===== src/rtl/dmem_store_buffer.sv =====
// dmem_store_buffer: posted store FIFO between exu and mems with load priority and RAW drain-through
module dmem_store_buffer #(
  parameter int DEPTH  = 4,
  parameter int ADDR_W = 32,
  parameter int DATA_W = 32
) (
  input  logic                clk,
  input  logic                rst_n,
  input  logic                ex_req_i,
  input  logic                ex_we_i,
  input  logic [ADDR_W-1:0]   ex_addr_i,
  input  logic [DATA_W-1:0]   ex_wdata_i,
  input  logic [DATA_W/8-1:0] ex_wmask_i,
  output logic [DATA_W-1:0]   ex_rdata_o,
  output logic                hold_flag_o,
  input  logic                drain_req_i,
  output logic                empty_o,
  output logic                mem_req_o,
  output logic                mem_we_o,
  output logic [ADDR_W-1:0]   mem_addr_o,
  output logic [DATA_W-1:0]   mem_wdata_o,
  output logic [DATA_W/8-1:0] mem_wmask_o,
  input  logic [DATA_W-1:0]   mem_rdata_i,
  input  logic                mem_hold_i
);
  localparam int AW = $clog2(DEPTH);
  localparam logic [1:0] IDLE = 2'd0, DRAIN = 2'd1, FLUSH = 2'd2;
  logic [ADDR_W-1:0]   ent_addr [DEPTH];
  logic [DATA_W-1:0]   ent_data [DEPTH];
  logic [DATA_W/8-1:0] ent_mask [DEPTH];
  logic [AW:0] wp, rp, cnt, cnt_n;
  logic [1:0] state, state_n;
  logic [DEPTH-1:0] vld, match;
  logic ld, st, fl, hit, lg, dr, push, pop;
  for (genvar i = 0; i < DEPTH; i++) begin : g_e
    // entry i is live when its distance from the head is below the count
    assign vld[i]   = {1'b0, AW'(i) - rp[AW-1:0]} < cnt;
    assign match[i] = ent_addr[i][ADDR_W-1:2] == ex_addr_i[ADDR_W-1:2];
  end
  always_comb begin
    ld   = ex_req_i & ~ex_we_i;
    st   = ex_req_i & ex_we_i;
    fl   = state == FLUSH;
    hit  = |(vld & match);
    lg   = rst_n & ld & ~hit & ~fl;
    dr   = rst_n & (|cnt) & ~lg;
    push = rst_n & st & ~cnt[AW] & ~fl;
    pop  = dr & ~mem_hold_i;
    cnt_n = (push & ~pop) ? cnt + 1'b1 : (pop & ~push) ? cnt - 1'b1 : cnt;
    state_n = (cnt_n == '0) ? IDLE : (fl | (drain_req_i & (|cnt))) ? FLUSH : DRAIN;
    hold_flag_o = rst_n & ex_req_i & ~(push | (lg & ~mem_hold_i));
    empty_o     = ~rst_n | (cnt == '0);
    mem_req_o   = lg | dr;
    mem_we_o    = dr;
    mem_addr_o  = lg ? ex_addr_i : dr ? ent_addr[rp[AW-1:0]] : '0;
    mem_wdata_o = dr ? ent_data[rp[AW-1:0]] : '0;
    mem_wmask_o = dr ? ent_mask[rp[AW-1:0]] : '0;
    ex_rdata_o  = lg ? mem_rdata_i : '0;
  end
  always_ff @(posedge clk)
    if (!rst_n) begin
      wp    <= '0;
      rp    <= '0;
      cnt   <= '0;
      state <= IDLE;
    end else begin
      if (push) wp <= wp + 1'b1;
      if (pop) rp <= rp + 1'b1;
      cnt   <= cnt_n;
      state <= state_n;
    end
  always_ff @(posedge clk)
    if (push) begin
      ent_addr[wp[AW-1:0]] <= ex_addr_i;
      ent_data[wp[AW-1:0]] <= ex_wdata_i;
      ent_mask[wp[AW-1:0]] <= ex_wmask_i;
    end
endmodule


===== config.mk =====
export PLATFORM = sky130hd
export DESIGN_NAME = dmem_store_buffer
export DESIGN_NICKNAME = d
export VERILOG_FILES = /design/src/rtl/dmem_store_buffer.sv
export SDC_FILE = /design/constraint.sdc
export NUM_CORES = 1
export LEC_CHECK = 0
export ABC_AREA = 1
export CORE_ASPECT_RATIO = 0.5
export CORE_UTILIZATION = 40
export DETAILED_ROUTE_END_ITERATION = 6
export GPL_TIMING_DRIVEN = 0
export SLEW_MARGIN = 20
export SYNTH_ARGS = -nofsm -noshare
export SYNTH_HDL_FRONTEND = slang
export SYNTH_SLANG_ARGS = --single-unit

===== constraint.sdc =====
create_clock -name clk -period 10.2 [get_ports clk]
set_input_delay 2.04 -clock clk [delete_from_list [all_inputs] [get_ports clk]]
set_output_delay 2.04 -clock clk [all_outputs]
set_load 0.02 [all_outputs]

* After elaboration in Yosys (flattened, before gate mapping) *
Memory sizes are Yosys's and may differ from the RTL's. A register that Yosys moved wholly into a read port is not among the register bits.
Index checks and enable logic that the tools add are counted.

storage, ports and cells
  bits of input ports = 106
  output and inout port bits = 104
  memories kept = 3
  word-level logic and storage cells = 77
  bits in writable memories = 272
  register bits after elaboration = 11

operators by class
  muxes and demuxes = 16
  reduce and logical (&&, ||, !) cells = 5
  eq/ne operators = 5
  order comparisons = 4
  add/sub/neg operators = 8
  bitwise gates (word level) = 32

memories
  memory    depth  width  rd ports  clocked after memory_dff  write ports  RTL line  source
  ent_addr  4      32     5         1                         1            28        logic [ADDR_W-1:0] ent_addr [DEPTH];
  ent_data  4      32     1         1                         1            29        logic [DATA_W-1:0] ent_data [DEPTH];
  ent_mask  4      4      1         1                         1            30        logic [DATA_W/8-1:0] ent_mask [DEPTH];

operators by type and width
  cell                                                                number
  32-bit two-way mux                                                  4
  30-bit == test                                                      4
  1-bit AND                                                           17
  2-bit two-way mux                                                   7
  2-bit by 3-bit < comparator with 1-bit output                       4
  1-bit NOT                                                           10
  3-bit by 1-bit adder with 3-bit output, second input constant       3
  3-bit logical NOT                                                   2
  3-bit two-way mux                                                   2
  4-bit AND                                                           1
  4-bit two-way mux                                                   1
  1-bit bitwise OR                                                    4
  4-bit OR reduction                                                  1
  1-bit by 2-bit subtractor with 2-bit output, first input constant   2
  2-bit subtractor, first input constant                              2
  3-bit OR reduction                                                  1
  3-bit by 1-bit subtractor with 3-bit output, second input constant  1
  2-bit == test, second input constant                                1
  1-bit two-way mux                                                   2
  2-bit OR reduction                                                  1

* Longest topological paths before layout *
  word-level depth = 15
  gate-level depth with buffers = 21
  gate-level depth less buffers = 21

* Worst setup path before layout *
OpenSTA, ideal clock, no wires.

  path kind = input -> register
  from = input port ex_req_i
  to = memory ent_addr[0][0], enable pin
  setup time = 495 ps
  cell stages on the path = 4
  slack = 4327 ps
  data arrival time = 5378 ps
  data required time = 9705 ps
  cells stage by stage = nand2_1 -> inv_1 -> nand4_1 -> nor2_1

between the ends
  word-level cells in the longest chain between the ends = 6

RTL lines
  element                                  RTL line  source
  from (decl)                              9         input logic ex_req_i,
  1-bit AND                                42        st = ex_req_i & ex_we_i;
  1-bit AND (3 in series)                  47        push = rst_n & st & ~cnt[AW] & ~fl;
  1-bit two-way mux                        73        if (push) begin
  1-bit two-way mux (implied by the code)  74        ent_addr[wp[AW-1:0]] <= ex_addr_i;
  to (decl)                                28

No other way between the ends.

* Worst setup path in the final report *
  from = input port ex_addr_i[16]
  to = output port mem_addr_o[26]

between the ends
  word-level cells in the longest chain between the ends = 10

RTL lines
  element                    RTL line  source
  from (decl)                11        input logic [ADDR_W-1:0] ex_addr_i,
  30-bit == test             38        assign match[i] = ent_addr[i][ADDR_W-1:2] == ex_addr_i[ADDR_W-1:2];
  4-bit AND *                44        hit = |(vld & match);
  4-bit OR reduction *       44
  1-bit NOT *                45        lg = rst_n & ld & ~hit & ~fl;
  1-bit AND * (2 in series)  45
  1-bit NOT                  46        dr = rst_n & (|cnt) & ~lg;
  1-bit AND                  46
  32-bit two-way mux         55        mem_addr_o = lg ? ex_addr_i : dr ? ent_addr[rp[AW-1:0]] : '0;
  32-bit two-way mux *       55
  to (decl)                  20        output logic [ADDR_W-1:0] mem_addr_o,

Every way passes the cells marked *; elsewhere a longest branch is shown, timed or not.

==> flow_summary.ini <==
[power_and_ir_drop]
pwr-share-seq_pct = 43.8
p_leak_nw = 6.26
peakVddDrop_mv = 0.127
p_sw_share_pct = 29.6
pwr-share-comb_pct = 23.8
switching_power_uw = 894
finalPower_mw = 3.02
power_density_nw_per_um2 = 176
internal-power_mw = 2.13
p_clk_share_pct = 32.5

[worst_hold_path]
min_to = wp[0]
hold_start = wp[0]
hp-class = register to register
holdPathStages = 1

[setup_path]
crit_path_cell_trace = clkdlybuf4s50_1, buf_2, nand2_1, nand2_1, nand2_1, nor2_1, nand2_1, nor2_1, nand3_1, nand3_2, nor2_4, nor2_4, buf_6, buf_4, o21ai_0, o21ai_1, clkdlybuf4s50_1
crit_buf_inv = 5
critical_path.max_stage_delay_ns = 0.65
r2r_start = cnt[2]
worstPathArrival_ns = 5.39
required_ns = 8.16
cp_top_family = buffers and inverters
crit_path_max_fanout = 10
crit_type = primary input to output port
crit_slowest_cell = clkdlybuf4s50_1
reg2reg_slack_ns = 7.28
reg2reg_depth = 8
start_kind = primary input
cp-end-kind = output port
r2r-end = ent_data[3][17]
path_common_cell = nand2_1

[routing]
wirelength_mm = 38.2
drc_errors = 0
wl_per_cell_microns = 19.9
drt-initial-drc-count = 982
num_vias = 10060
ant_nets = 0
drtPass1Iterations = 6
routed_via_density = 5.23

[synth]
syn_inst = 1223
synth_compound_area_share_pct = 11.3
synth_top_family_by_area = simple AND/OR/NAND/NOR gates
synthAdderAreaFrac_pct = 1.03
synthSimpleGateAreaFrac_pct = 11.8
syn_area_sq_um = 13300
yosysWarnings = 0
synth_mux_area_share_pct = 0
synth-xor-area-share_pct = 6.71
avgSynthCellArea_sq_um = 10.9
synth.distinct_cells = 35
syn_nets = 1340
synth_seq_area_share_pct = 63.0
synth-seq-cells = 283

[floorplan]
pin_count = 210
fp-row-count = 46
chipHeight_microns = 131
initial_core_util_pct = 41.3
fp.dieW_microns = 260
core_sq_um = 32200
dieArea_sq_um = 34100

[sta]
tightest_slew_ns = 0.872
postLayoutSetupSlackWorst_ns = 2.77
fin_crit_sh_pct = 72.8
maxSlewHeadroom_pct = 41.9
fin_crit_ns = 7.43
rsz0062_at_grt = false
setup_viol = 0
finalHoldViolCount = 0
finClkSkew_ns = 0.00796
tns_ns = 0
drv_slew = 0
max_freq_mhz = 135

[placement]
port_buffers = 209
hpwl_mm = 26.7
gp_congestion = 0.877
dp.cells = 1877
post-place-ws_ns = 2.77

[final_layout]
instances_no_fill = 1925
post-route-util_pct = 53.1
num_antenna_cells = 0
area.growth.synth_to_final_pct = 28.5
nNetsFinal = 1590
drive_gt1_share_pct = 7.70

[flow_run]
maxCapViolations = 0

[clock_tree]
path_clk_slew_ns = 0.06
numCtsBuffers = 26
post-cts-setup-buffers = 0
cts_resized = 0
clkSinkCount = 283
cts_buffer_depth = 3
clk_latency_ns = 0.56
cts_tree = built
htreeDepth = 1
cts_root_buf = clkbuf_16
holdBufCountCts = 0

[grt]
grt_pass1_wl_mm = 56.1
antenna_found_initial = 0
gr-max-usage-layer = met2
met2_usage_pct = 37.5
grt_pass1_vias = 9707
grt_use_met3_pct = 3.09
grt_util_all_layers_pct = 21.9
grtUsageMet1_pct = 30.0
overflow = 0
grt_max_degree = 23

[status]
outcome = finished, final reports clean
layout by cell type, fill, tap and decap left out, types with 3 or more instances in the layout:
cell type	n
clkinv_1	11
xnor2_1	60
bufinv_16	3
buf_6	3
a21o_1	4
buf_2	29
o21ai_1	6
a32o_1	14
clkdlybuf4s50_1	209
a221oi_2	4
inv_2	11
nand3_1	36
edfxtp_1	272
nor2_1	86
buf_16	4
nand4_1	12
inv_1	107
clkinv_2	4
nor2_4	6
clkbuf_1	49
buf_4	4
o21ai_0	55
dfxtp_1	11
a221oi_1	36
clkbuf_16	26
buf_12	9
nand2_1	226
a21oi_1	125
xor2_1	42
ha_1	11
flip-flops by register name, summed over array words and instances (netlist names), named ones only:
signal	count
wp	2
ent_mask	16
state	2
ent_data	128
ent_addr	128
rp	2
cnt	3
cell families after synthesis:
| group | Yosys count |
|---|---|
| simple gates | 378 |
| flops | 283 |
| compound gates | 248 |
| buf+inv | 201 |
| xor+xnor | 102 |
| fa+ha+maj | 11 |
metrics by stage:
stage	hold WS, ns	area (sq um)
after CTS	0.519	17100
final	0.517	17100
after floorplan	0.463	13300
after global routing	0.560	17100
after global placement	0.486	16000
after detailed placement	0.500	16300
area by class of cell:
class / instances / area [sq um]
sequential: 283 / 8390
clock buffer: 28 / 658
multi-input combinational: 739 / 4140
fill: 2756 / 15100
inverter: 118 / 443
timing repair buffer: 222 / 2380
buffer: 83 / 385
tap: 432 / 541
clock inverter: 20 / 189
cell usage after synthesis, drive strengths merged:
| library cell | instances | area share, % |
|---|---|---|
| clkbuf | 47 | 1.3 |
| nor2 | 94 | 2.8 |
| nand3 | 39 | 1.6 |
| nor3 | 3 | 0.15 |
| a21oi | 125 | 4.7 |
| a22oi | 1 | 0.056 |
| dfxtp | 11 | 1.7 |
| xor2 | 42 | 2.8 |
| o21ai | 61 | 2.3 |
| ha | 11 | 1.0 |
| a31oi | 1 | 0.047 |
| a21o | 4 | 0.23 |
| a211oi | 1 | 0.056 |
| nand2 | 229 | 6.5 |
| inv | 118 | 3.3 |
| xnor2 | 60 | 3.9 |
| a221oi | 40 | 2.8 |
| a32o | 14 | 1.1 |
| o211ai | 1 | 0.056 |
| edfxtp | 272 | 61 |
| buf | 36 | 1.6 |
| nand4 | 13 | 0.66 |
power groups by stage:
stage | combinational, mW | clock [mW] | sequential [mW]
detailed placement | 0.717 | 0 | 1.35
global route | 0.772 | 1.04 | 1.32
floorplan | 0.389 | 0 | 1.35
CTS | 0.720 | 0.993 | 1.32
finish | 0.718 | 0.980 | 1.32
global placement | 0.697 | 0 | 1.35
worst register-to-register path, delay by kind of cell, from the launching register on:
family / cells / cell delay [ns]
flip-flops: 1 / 0.30
buffers and inverters: 6 / 1.06
AND/OR/NAND/NOR: 2 / 1.26
per-layer routing:
metal,routed length [microns],part of all wire (%)
met5,0,0
met4,615,1.6
met3,2540,6.6
met2,18300,48
met1,16800,44
worst max path at each step:
stage,cells past startpoint,startpoint,endpoint,slack [ns]
CTS,16,ex_addr_i[16],mem_addr_o[26],2.76
detailed placement,16,ex_addr_i[21],mem_addr_o[26],2.77
global placement,5,rst_n,ent_data[3][17],0.58
global route,16,ex_addr_i[17],mem_wdata_o[18],2.60
finish,17,ex_addr_i[16],mem_addr_o[26],2.77
floorplan,4,ex_req_i,ent_addr[0][0],4.33
Power figures use the tool's default switching activity.
